<file path="config.mk">
export PLATFORM = sky130hd
export DESIGN_NAME = if_stage
export DESIGN_NICKNAME = d
export VERILOG_FILES = /design/src/rtl/if_pkg.sv /design/src/rtl/if_stage_inst_rsp_filter.sv /design/src/rtl/if_stage.sv
export SDC_FILE = /design/constraint.sdc
export NUM_CORES = 1
export LEC_CHECK = 0
export BUFFER_PORTS_ARGS = -buffer_cell sky130_fd_sc_hd__buf_2
export CORE_MARGIN = 3
export CORE_UTILIZATION = 46
export DETAILED_ROUTE_END_ITERATION = 10
export PLACE_DENSITY = 0.84
export SETUP_SLACK_MARGIN = 0.15
export SLEW_MARGIN = 20
export SYNTH_ARGS = -nofsm -noshare
export SYNTH_HDL_FRONTEND = slang
export SYNTH_SLANG_ARGS = --single-unit
export TNS_END_PERCENT = 100
</file>
<file path="constraint.sdc">
create_clock -name clk -period 4.95 [get_ports clk]
set_clock_uncertainty 0.2 [all_clocks]
set_input_delay 1.485 -clock clk [delete_from_list [all_inputs] [get_ports clk]]
set_output_delay 1.485 -clock clk [all_outputs]
set_load 0.01 [all_outputs]
</file>
<file path="src/rtl/if_pkg.sv">
// Shared types and constants for the instruction-fetch stage.
package if_pkg;

    typedef enum logic [1:0] {
        S_IDLE = 2'd0,
        S_WAIT = 2'd1,
        S_FULL = 2'd2
    } if_state_e;

    localparam int          IF_EX_W     = 3;
    localparam int          EX_ADEF_BIT = 2;
    localparam int          EX_TLB_LSB  = 0;
    localparam logic [31:0] IF_INST_NOP = 32'h0340_0000;

    // Packs the alignment flag above the TLB exception code.
    function automatic logic [IF_EX_W-1:0] make_ex(input logic adef, input logic [1:0] tlb_ex);
        logic [IF_EX_W-1:0] ex;
        ex = {IF_EX_W{1'b0}};
        ex[EX_ADEF_BIT]              = adef;
        ex[EX_TLB_LSB+1:EX_TLB_LSB] = tlb_ex;
        return ex;
    endfunction

endpackage

</file>
<file path="src/rtl/if_stage_inst_rsp_filter.sv">
// Response filter: remembers a response orphaned by a flush and drops it
// when it finally arrives, so later fetches see only their own data.
module inst_rsp_filter (
    input  logic clk,
    input  logic rst,
    input  logic i_in_wait,
    input  logic i_flush,
    input  logic i_data_ok,
    output logic o_rsp_valid,
    output logic o_discard
);

    logic r_discard;

    // Discard flag: armed by a flush that leaves a response outstanding.
    always_ff @(posedge clk) begin
        if (rst) begin
            r_discard <= 1'b0;
        end else if (r_discard) begin
            r_discard <= i_data_ok ? 1'b0 : 1'b1;
        end else if (i_flush && i_in_wait && !i_data_ok) begin
            r_discard <= 1'b1;
        end else begin
            r_discard <= r_discard;
        end
    end

    assign o_rsp_valid = i_data_ok & ~r_discard & i_in_wait & ~i_flush;
    assign o_discard   = r_discard;

endmodule

</file>
<file path="src/rtl/if_stage.sv">
// Instruction-fetch stage: issues pc on the instruction bus and holds the
// result for decode. Optional alignment check enabled by IF_ADEF_CHECK_EN.
module if_stage
    import if_pkg::*;
#(
    parameter logic [31:0] INST_NOP = IF_INST_NOP
) (
    input  logic               clk,
    input  logic               rst,
    input  logic               pc_valid,
    input  logic [31:0]        pc,
    input  logic [1:0]         pc_tlb_ex,
    output logic               pre_if_ready_go,
    output logic               if_allow_in,
    input  logic               flush,
    output logic               inst_req,
    output logic               inst_wr,
    output logic [1:0]         inst_size,
    output logic [31:0]        inst_addr,
    input  logic               inst_addr_ok,
    input  logic               inst_data_ok,
    input  logic [31:0]        inst_rdata,
    input  logic               id_allow_in,
    output logic               if_to_id_valid,
    output logic [31:0]        if_to_id_pc,
    output logic [31:0]        if_to_id_inst,
    output logic [IF_EX_W-1:0] if_to_id_ex
);

    if_state_e          r_state;
    logic [31:0]        r_pc;
    logic [31:0]        r_inst;
    logic [IF_EX_W-1:0] r_ex;

    logic               w_adef;
    logic               w_fetch_ex;
    logic [IF_EX_W-1:0] w_ex;
    logic               w_slot_free;
    logic               w_fire;
    logic               w_accept;
    logic               w_ex_go;
    logic               w_rsp_valid;
    logic               w_discard;

    // Alignment exception source.
    always_comb begin
`ifdef IF_ADEF_CHECK_EN
        w_adef = (pc[1:0] != 2'b00);
`else
        w_adef = 1'b0;
`endif
    end

    assign w_ex        = make_ex(w_adef, pc_tlb_ex);
    assign w_fetch_ex  = w_adef | (pc_tlb_ex != 2'b00);
    assign w_slot_free = (r_state == S_IDLE) | ((r_state == S_FULL) & id_allow_in);
    assign w_fire      = ~rst & pc_valid & ~flush & w_slot_free;
    // A pending discard still counts as an outstanding request.
    assign inst_req    = w_fire & ~w_fetch_ex & ~w_discard;
    assign w_accept    = inst_req & inst_addr_ok;
    assign w_ex_go     = w_fire & w_fetch_ex;

    assign pre_if_ready_go = w_accept | w_ex_go;
    assign if_allow_in     = w_slot_free;
    assign inst_wr         = 1'b0;
    assign inst_size       = 2'b10;
    assign inst_addr       = pc;

    inst_rsp_filter u_rsp (
        .clk         (clk),
        .rst         (rst),
        .i_in_wait   (r_state == S_WAIT),
        .i_flush     (flush),
        .i_data_ok   (inst_data_ok),
        .o_rsp_valid (w_rsp_valid),
        .o_discard   (w_discard)
    );

    // Fetch FSM and the instruction slot handed to decode.
    always_ff @(posedge clk) begin
        if (rst) begin
            r_state <= S_IDLE;
            r_pc    <= 32'h0000_0000;
            r_inst  <= 32'h0000_0000;
            r_ex    <= {IF_EX_W{1'b0}};
        end else if (flush) begin
            r_state <= S_IDLE;
        end else begin
            case (r_state)
                S_WAIT: begin
                    if (w_rsp_valid) begin
                        r_inst  <= inst_rdata;
                        r_state <= S_FULL;
                    end else begin
                        r_state <= S_WAIT;
                    end
                end
                S_IDLE, S_FULL: begin
                    if (w_accept) begin
                        r_state <= S_WAIT;
                        r_pc    <= pc;
                        r_ex    <= w_ex;
                    end else if (w_ex_go) begin
                        r_state <= S_FULL;
                        r_pc    <= pc;
                        r_ex    <= w_ex;
                        r_inst  <= INST_NOP;
                    end else if ((r_state == S_FULL) && id_allow_in) begin
                        r_state <= S_IDLE;
                    end else begin
                        r_state <= r_state;
                    end
                end
                default: r_state <= S_IDLE;
            endcase
        end
    end

    assign if_to_id_valid = (r_state == S_FULL);
    assign if_to_id_pc    = r_pc;
    assign if_to_id_inst  = r_inst;
    assign if_to_id_ex    = r_ex;

endmodule

</file>
==> out/qor.csv, run 1 <==
metric,value,unit
status,"complete, no violations",
PortBufs,174,
Pwr Total,0.00113,W
"count leader, synth",nand2_1,
total negative slack,0,ns
CTS resizes,0,
IO Pins,179,
HP Class,flip-flop to flip-flop,
"Clk pin slew, worst setup/hold paths",0.07,ns
Fmax,233,MHz
WHS Path Cells,2,
complex-gate fraction of the synthesized area,19.6,%
H-tree lvl count,3,
initial antenna violation count,0,
FF/Latch Area,1380,sq um
crit path max fanout,40,
clock sinks,69,
Setup crit start,rst,
Int Pwr,0.000859,W
Final setup viols,0,
Post-Synth Simple-Gate Area,19.9,%
n_diodes,0,
Synth Warn #,0,
post-synthesis adder-cell area fraction,0,%
"EDFF count, synth",0,
CTS tree,built,
worst path arrival time,2.61,ns
pin count of the biggest net entering global routing,41,
Final Max Tran Viols,0,
Post-synth top cells,"71 x nand2_1, 69 x dfxtp_1, 58 x a21oi_1",
Chip Width,86.4,um
Vias/cell,5.24,
Starting Density,48.7,%
synthesized flop and latch total,69,
Switch Pwr,0.000270,W
Reg-to-Reg End,if_to_id_inst[24],
Critical R2R Launch,r_state[0],
Die Footprint,7460,sq um
gr usage total,20.5,%
Final nets,561,
leading cell types by total area after synthesis,"dfxtp_1 47%, a21oi_1 9.8%, buf_4 9.4%",
Sequential Power Share,50.5,%
placed cells,552,
Wirelength per Cell,14.2,um
ys async rst share,0,%
main combinational cell family by area after synthesis,simple AND/OR/NAND/NOR gates,
VDD IR max,159,uV
WP data required,3.26,ns
"Seq/Total Area, Yosys",46.5,%
maximum buffer depth of the clock tree,2,
Hold Path Origin,if_to_id_pc[8],
DRC Markers,0,
most used flip-flop cell after synthesis,dfxtp_1,
combinational power share,10.1,%
synth unique cells,30,
Core Area,6100,sq um
post-synthesis mux area share,0,%
Num CTS Buffers,9,
Synth Area in XOR/XNOR,0,%
Mapped Cells,358,
share of layout cells above drive strength 1,42.2,%
RePlAce Congestion,0.800,
via count,2977,
flop-to-flop setup slack,2.51,ns
Antenna Nets Post-Route,0,
Final Non-Filler Cells,568,
DIE HEIGHT,86.4,um
Clock power frac,39.4,%
relative slew slack,44.6,%
Tmin final,4.29,ns
number of global-route vias before repair,2755,
period utilisation layout,86.8,%
clock root cell,clkbuf_8,
Crit. End Element,primary output,
Setup Crit Path Kind,input pin to primary output,
fillers,534,
DR iter-0 viols,100,
aggregate global routing overflow,0,
Pwr per Cell Area,297,nW/um^2
Max Cap Violations,0,
Avg Inst Size Synth,8.30,sq um
Post-CTS Setup Inserts,0,
r2r worst-path depth,5,
"Hold-fix buffers, CTS",0,
Worst-Margin Slew,0.830,ns
# rows,28,
Leak Pwr,1.74,nW
"Hold Violations, Final",0,
top cell type's share of synthesized area,46.5,%
drt total wl,8070,um
"Area growth, synth to finish",28.0,%
area of the multi-input gates,1190,sq um
clk_lat worst skew,0.33,ns
DP HPWL,5880,um
global-route wire length before repair,12400,um
Hold EP,if_to_id_pc[8],
first-pass detailed-route iteration total,4,
Yosys top cell by area,dfxtp_1,
Switching Share,23.9,%
Post-Syn Area,2970,sq um
Startpoint Class,input pin,
RSZ-0062 raised after global routing,false,
[cells in the final DEF, fill, tap and decap left out, types with 2 or more instances in the layout]
cell      count
a21oi_1      58
a311oi_1      3
a31o_2        7
buf_2       174
buf_4         7
clkbuf_1      2
clkbuf_8     10
clkinv_2      2
conb_1        4
dfxtp_1      69
inv_1         4
nand2_1      71
nand3_1      22
nor2_1        4
nor2b_1       4
nor3_1        7
nor3b_1       2
nor4b_1       7
o211ai_1     22
[per-stage QoR]
stage / setup slack, ns / hold WS [ns] / util (%) / area [sq um]
floorplan: 0.719 / 0.281 / - / 2980
global placement: 0.718 / 0.239 / 59.2 / 3610
detailed placement: 0.648 / 0.245 / 59.2 / 3610
CTS: 0.649 / 0.255 / 62.3 / 3800
global route: 0.581 / 0.280 / 62.4 / 3800
finish: 0.655 / 0.250 / 62.4 / 3800
[power groups by stage]
stage | Combinational [W] | Clock (W) | Sequential [W]
after floorplan | 0.0000667 | 0 | 0.000587
after global placement | 0.000113 | 0 | 0.000582
after detailed placement | 0.000115 | 0 | 0.000582
after CTS | 0.000115 | 0.000459 | 0.000570
after global routing | 0.000126 | 0.000481 | 0.000571
final | 0.000114 | 0.000445 | 0.000570
[sequential cells by signal (all words and copies together) (netlist names)]
signal and count:
if_to_id_pc 32, if_to_id_ex 2, r_state 2, u_rsp.o_discard 1, if_to_id_inst 32
[worst max-delay path: stages]
cell,delay (ns)
buf_2,0.12
buf_4,0.25
nor3b_1,0.35
o2111ai_2,0.19
inv_2,0.09
buf_2,0.13
[metal layers]
layer,GRT usage [%],vias up,wire length (um)
li1,-,1457,-
met2,36.0,151,4050
met1,22.8,1359,3070
met5,0,-,0
met4,8.36,0,88
met3,6.46,10,861
[logic make-up after synthesis]
| group | count (synthesis) |
|---|---|
| other | 2 |
| AOI/OAI and AO/OA | 94 |
| buffers and inverters | 69 |
| and+or+nand+nor | 124 |
| DFF | 69 |
[worst max path at each step]
stage                       to  slack (ns)
2_1_floorplan  pre_if_ready_go        0.72
3_3_place_gp   pre_if_ready_go        0.72
3_5_place_dp   pre_if_ready_go        0.65
4_1_cts        pre_if_ready_go        0.65
5_1_grt        pre_if_ready_go        0.58
6_report       pre_if_ready_go        0.66
[final cells by class]
type	instances	area share (%)
Timing Repair Buffer	181	24.3
Clock inverter	4	1.25
Tap cell	75	2.47
Clock buffer	12	3.82
Multi-Input combinational cell	222	31.3
Inverter	5	0.494
Sequential cell	69	36.3
Power figures use the tool's default switching activity.
==> run 2: changes to the inputs <==
--- a/config.mk
+++ b/config.mk
@@ -5,11 +5,12 @@
 export SDC_FILE = /design/constraint.sdc
 export NUM_CORES = 1
 export LEC_CHECK = 0
+export ABC_AREA = 1
 export BUFFER_PORTS_ARGS = -buffer_cell sky130_fd_sc_hd__buf_2
 export CORE_MARGIN = 3
-export CORE_UTILIZATION = 46
+export CORE_UTILIZATION = 47
 export DETAILED_ROUTE_END_ITERATION = 10
-export PLACE_DENSITY = 0.84
+export PLACE_DENSITY = 0.86
 export SETUP_SLACK_MARGIN = 0.15
 export SLEW_MARGIN = 20
 export SYNTH_ARGS = -nofsm -noshare
==> run 2 against run 1 <==
Against the previous run:
- worst hold slack improved by 0.013 ns
- synthesized cell count rose by 2.0%
- maximum frequency fell by 0.55%
- cell count rose by 1.1%
- clock power fell by 6.7%
- flip-flop and latch count did not move
- combinational power rose by 28%
- first-iteration DRC count fell by 27%
- critical endpoint unchanged
- largest power group unchanged
==> out/qor.csv, run 2 <==
metric,value,unit,change
Setup crit start,rst,,
Hold Path Origin,if_to_id_inst[8],,
RSZ-0062 raised after global routing,false,,
status,"complete, no violations",,
synthesized flop and latch total,69,,unchanged
synth unique cells,29,,-3.3%
"Hold-fix buffers, CTS",0,,unchanged
Num CTS Buffers,9,,unchanged
Synth Warn #,0,,unchanged
Fmax,232,MHz,-0.55%
Pwr per Cell Area,310,nW/um^2,+4.3%
DP HPWL,5640,um,-4.1%
WP data required,3.26,ns,about the same
HP Class,flip-flop to flip-flop,,
Final Max Tran Viols,0,,unchanged
drt total wl,7730,um,-4.2%
DRC Markers,0,,unchanged
Int Pwr,0.000856,W,-0.32%
ys async rst share,0,%,unchanged
Switch Pwr,0.000292,W,+8.2%
Crit. End Element,primary output,,
DR iter-0 viols,73,,-27%
PortBufs,174,,unchanged
Worst-Margin Slew,0.655,ns,-0.175 ns
Critical R2R Launch,r_state[0],,
global-route wire length before repair,12000,um,-2.5%
slowest cell delay on critical path,0.24,ns,-0.11 ns
worst path arrival time,2.63,ns,+0.02 ns
Crit path max-delay family,simple AND/OR/NAND/NOR gates,,
n_diodes,0,,unchanged
aggregate global routing overflow,0,,unchanged
critical path cell sequence,"buf_2, nor2_8, nand2_4, nor2_4, nand2_4, nand2_8, buf_2",,
Core Area,6060,sq um,-0.57%
total negative slack,0,ns,unchanged
Critical path buffers and inverters,2,,-2
RePlAce Congestion,0.769,,-3.9%
"commonest non-fill, non-tap cell in the layout",buf_2,,
Final Util,61.2,%,-1.2 points
clock root cell,clkbuf_8,,
number of global-route vias before repair,2606,,-5.4%
Chip Width,85.9,um,-0.55%
DIE HEIGHT,85.9,um,-0.55%
"Area growth, synth to finish",23.6,%,
"Clk pin slew, worst setup/hold paths",0.06,ns,about the same
maximum buffer depth of the clock tree,2,,unchanged
IO Pins,179,,unchanged
clock sinks,69,,unchanged
Switching Share,25.4,%,+1.5 points
combinational power share,12.7,%,+2.6 points
via count,2857,,-4.0%
period utilisation layout,87.2,%,+0.48 points
Tmin final,4.32,ns,+0.0236 ns
"Seq/Total Area, Yosys",46.1,%,-0.45 points
H-tree lvl count,3,,unchanged
crit path max fanout,36,,-10%
Vias/cell,4.98,,-5.0%
share of layout cells above drive strength 1,43.1,%,+0.90 points
first-pass detailed-route iteration total,4,,unchanged
VDD IR max,152,uV,-4.4%
Die Footprint,7380,sq um,-1.1%
# rows,28,,unchanged
"count leader, synth",nor2_1,,
Wirelength per Cell,13.5,um,-5.3%
"EDFF count, synth",0,,unchanged
pin count of the biggest net entering global routing,51,,+24%
Final nets,568,,+1.2%
Mapped Cells,365,,+2.0%
most used flip-flop cell after synthesis,dfxtp_1,,
Post-CTS Setup Inserts,0,,unchanged
Final setup viols,0,,unchanged
top cell type's share of synthesized area,46.1,%,-0.45 points
Hold Worst Slack,0.263,ns,+0.0132 ns
Setup Crit Path Kind,input pin to primary output,,
Antenna Nets Post-Route,0,,unchanged
initial antenna violation count,0,,unchanged
Yosys top cell by area,dfxtp_1,,
gr usage total,20.8,%,+0.29 points
highest-count cells in the layout ignoring fill and taps,"174 x buf_2, 85 x nor2_1, 69 x dfxtp_1",,
Max Cap Violations,0,,unchanged
"Hold Violations, Final",0,,unchanged
relative slew slack,56.3,%,+12 points
Clock power frac,36.2,%,-3.2 points
clk_lat worst skew,0.33,ns,about the same
leading cell types by total area after synthesis,"dfxtp_1 46%, nor2_1 11%, buf_4 9.3%",,
Post-Syn Area,3000,sq um,+0.97%
Avg Inst Size Synth,8.22,sq um,-0.97%
Post-synth top cells,"85 x nor2_1, 69 x dfxtp_1, 46 x o21ai_0",,
Startpoint Class,input pin,,
CTS resizes,0,,unchanged
Starting Density,49.5,%,+0.76 points
highest-delay cell along the critical path,buf_2,,
Leak Pwr,1.91,nW,+9.4%
Sequential Power Share,51.1,%,+0.6 points
CTS tree,built,,
[run 2: cell types whose count changed after synthesis, sizes merged, moves of 4 or more]
cell,previous run,this run
nor3,7,0
a31o,7,0
nand2,71,26
nor4b,7,0
a21oi,58,30
o211ai,22,0
o21ai,0,50
buf,45,52
nor2b,4,0
clkbuf,19,6
inv,5,9
nor2,4,94
[run 2: layout make-up]
class | count | area, sq um
tap | 75 | 93.8
clock inverter | 1 | 5.00
timing repair buffer | 175 | 878
clock buffer | 14 | 173
sequential | 69 | 1380
inverter | 9 | 38.8
multi-input combinational | 231 | 1140
fill | 577 | 2350
[run 2: power by group through the flow]
stage / clock [W] / combinational, W / sequential, W
floorplan: 0 / 0.0000858 / 0.000609
global placement: 0 / 0.000144 / 0.000598
detailed placement: 0 / 0.000147 / 0.000599
CTS: 0.000428 / 0.000147 / 0.000586
global route: 0.000454 / 0.000161 / 0.000589
finish: 0.000415 / 0.000146 / 0.000587
[run 2: final timing paths]
kind                            cells after the start  slack [ns]                 to
worst min-delay path                                2        0.26   if_to_id_inst[8]
worst min register to register                      2        0.26   if_to_id_inst[8]
worst max register to register                      8        2.74  if_to_id_inst[29]
worst max-delay path                                7        0.63    pre_if_ready_go
[run 2: metal layers]
metal	vias to the layer above	track usage [%]	routed length [um]
met3	15	5.96	762
li1	1396	-	-
met1	1302	23.1	2980
met4	0	9.21	146
met2	144	36.5	3840
met5	-	0	0
[run 2: per-stage QoR]
step                      cells  power [W]  instance area (sq um)  setup WS (ns)
after global routing        574    0.00120                   3710          0.545
after detailed placement    559   0.000746                   3530          0.623
after CTS                   574    0.00116                   3710          0.621
final                       574    0.00115                   3710          0.632
after global placement      559   0.000742                   3530          0.663
after floorplan             367   0.000695                   3010          0.976
[run 2: logic make-up (layout without fill, tap and decap cells)]
kind of cell | Yosys count | after routing | synth area share, %
buffers and inverters | 67 | 199 | 16.3
other | 2 | 4 | 0.250
and+or+nand+nor | 145 | 145 | 22.8
DFF | 69 | 69 | 46.1
AOI/OAI and AO/OA | 82 | 82 | 14.6
[run 2: worst min-delay path, delay by kind of cell, from the launching register on]
family	cells	cell delay, ns
DFF	1	0.31
and+or+nand+nor	1	0.06
AOI/OAI and AO/OA	1	0.05
==> run 3: changes to the inputs <==
--- a/config.mk
+++ b/config.mk
@@ -8,9 +8,9 @@
 export ABC_AREA = 1
 export BUFFER_PORTS_ARGS = -buffer_cell sky130_fd_sc_hd__buf_2
 export CORE_MARGIN = 3
-export CORE_UTILIZATION = 47
+export CORE_UTILIZATION = 43
 export DETAILED_ROUTE_END_ITERATION = 10
-export PLACE_DENSITY = 0.86
+export PLACE_DENSITY = 0.79
 export SETUP_SLACK_MARGIN = 0.15
 export SLEW_MARGIN = 20
 export SYNTH_ARGS = -nofsm -noshare
==> constraint.sdc (replaced) <==
create_clock -name clk -period 4.8 [get_ports clk]
set_clock_uncertainty 0.2 [all_clocks]
set_input_delay 1.44 -clock clk [delete_from_list [all_inputs] [get_ports clk]]
set_output_delay 1.44 -clock clk [all_outputs]
set_load 0.01 [all_outputs]
==> run 3 against run 2 <==
Against the previous run:
- worst hold slack hardly changed
- wire length shrank 3.3%
- count of clock-buffer cells in the layout fell by 2
- worst setup slack worse by 0.081 ns
- via count decreased by 1.7%
- cell count increased by 3.3%
- sequential share of layout area is 0.37 points lower
- critical path type unchanged
- critical endpoint unchanged
- highest routed layer unchanged
==> out/qor.csv, run 3 (synthesized netlist as in run 2, its figures left out) <==
metric,value,unit,change
total negative slack,0,ns,unchanged
clk_lat worst skew,0.32,ns,about the same
gr usage total,17.9,%,-2.8 points
IO Pins,179,,unchanged
met3 GRT Util,4.52,%,-1.4 points
grt met1 use,20.5,%,-2.6 points
Sequential Power Share,50.1,%,-1.0 points
PortBufs,174,,unchanged
n_diodes,0,,unchanged
Fmax,235,MHz,
H-tree lvl count,3,,unchanged
Chip Width,89.5,um,+4.2%
DR iter-0 viols,78,,+6.8%
Wirelength per Cell,12.6,um,-6.4%
Max Cap Violations,0,,unchanged
DP HPWL,5460,um,-3.2%
CTS resizes,0,,unchanged
Pwr per Cell Area,322,nW/um^2,+4.1%
placed cells,577,,+3.2%
"Area growth, synth to finish",24.9,%,
Final nets,568,,unchanged
via count,2809,,-1.7%
slowest cell delay on critical path,0.23,ns,about the same
highest-count cells in the layout ignoring fill and taps,"174 x buf_2, 85 x nor2_1, 69 x dfxtp_1",,
worst path arrival time,2.61,ns,-0.02 ns
area of the multi-input gates,1140,sq um,unchanged
"Clk pin slew, worst setup/hold paths",0.07,ns,about the same
share of layout cells above drive strength 1,43.2,%,+0.11 points
HP Class,flip-flop to flip-flop,,
Post-CTS Setup Inserts,0,,unchanged
Core Area,6570,sq um,+8.4%
# rows,29,,+3.6%
Tmin final,4.25,ns,
status,"complete, no violations",,
Die Footprint,8010,sq um,+8.6%
maximum buffer depth of the clock tree,2,,unchanged
Worst-Margin Slew,0.668,ns,+0.0137 ns
crit path max fanout,36,,unchanged
Starting Density,45.7,%,-3.8 points
fillers,633,,+9.7%
Vias/cell,4.74,,-4.8%
Setup Crit Path Kind,input pin to primary output,,
VDD IR max,151,uV,-0.48%
Leak Pwr,1.91,nW,+0.20%
Final Max Tran Viols,0,,unchanged
first-pass detailed-route iteration total,6,,+2
period utilisation layout,88.5,%,
"Hold Violations, Final",0,,unchanged
Startpoint Class,input pin,,
relative slew slack,55.4,%,-0.85 points
"Hold-fix buffers, CTS",0,,unchanged
Clock power frac,37.6,%,+1.4 points
number of global-route vias before repair,2455,,-5.8%
pin count of the biggest net entering global routing,51,,unchanged
RePlAce Congestion,0.780,,+1.4%
CTS tree,built,,
initial antenna violation count,0,,unchanged
Antenna Nets Post-Route,0,,unchanged
WP data required,3.16,ns,-0.10 ns
critical path cell sequence,"buf_2, nor2_8, nand2_4, nor2_4, nand2_4, nand2_8, buf_2",,
met2 Usage GRT,32.4,%,-4.1 points
DRC Markers,0,,unchanged
combinational power share,12.3,%,-0.4 points
Crit. End Element,primary output,,
drt total wl,7470,um,-3.3%
Int Pwr,0.000909,W,+6.1%
clock sinks,69,,unchanged
aggregate global routing overflow,0,,unchanged
RSZ-0062 raised after global routing,false,,
Switching Share,24.7,%,-0.68 points
Final setup viols,0,,unchanged
Switch Pwr,0.000298,W,+2.4%
FF/Latch Area,1380,sq um,unchanged
"commonest non-fill, non-tap cell in the layout",buf_2,,
Final Non-Filler Cells,593,,+3.3%
Hold Worst Slack,0.263,ns,+0.000437 ns
busiest grt layer,met2,,
clock root cell,clkbuf_8,,
Num CTS Buffers,9,,unchanged
DIE HEIGHT,89.5,um,+4.2%
highest-delay cell along the critical path,buf_2,,
global-route wire length before repair,11200,um,-6.6%
run 3: layout make-up:
| cell class | count | share of cell area [%] |
|---|---|---|
| Sequential cell | 69 | 36.9 |
| Timing Repair Buffer | 175 | 23.5 |
| Clock buffer | 12 | 3.88 |
| Clock inverter | 4 | 1.27 |
| Inverter | 9 | 1.04 |
| Tap cell | 93 | 3.11 |
| Multi-Input combinational cell | 231 | 30.4 |
run 3: power groups by stage:
stage | clock [W] | combinational, W | sequential, W
floorplan | 0 | 0.0000885 | 0.000628
global placement | 0 | 0.000148 | 0.000617
detailed placement | 0 | 0.000151 | 0.000617
CTS | 0.000468 | 0.000151 | 0.000604
global route | 0.000490 | 0.000167 | 0.000607
finish | 0.000454 | 0.000149 | 0.000604
run 3: layer usage:
layer | vias up | routed length, um
li1 | 1406 | -
met1 | 1287 | 3050
met2 | 112 | 3770
met3 | 4 | 610
met4 | 0 | 35
met5 | - | 0
run 3: path summary, 6_finish.rpt:
| kind | cells after the start | slack, ns | startpoint | to |
|---|---|---|---|---|
| hold / removal | 2 | 0.26 | if_to_id_inst[7] | if_to_id_inst[7] |
| setup / recovery | 7 | 0.55 | rst | pre_if_ready_go |
| setup reg to reg | 8 | 2.61 | r_state[0] | if_to_id_inst[29] |
| hold reg to reg | 2 | 0.26 | if_to_id_inst[7] | if_to_id_inst[7] |
run 3: per-stage QoR:
stage	utilization, %	power [W]	cell area, sq um	worst slack, ns
6_report	57.0	0.00121	3740	0.551
3_3_place_gp	54.1	0.000765	3550	0.605
5_1_grt	57.0	0.00126	3740	0.492
4_1_cts	57.0	0.00122	3740	0.545
3_5_place_dp	54.1	0.000768	3550	0.546
2_1_floorplan	-	0.000716	3010	0.916
run 3: worst max-delay path, delay by kind of cell:
kind | cells | cell delay (ns)
simple gates | 5 | 0.74
buf+inv | 2 | 0.41
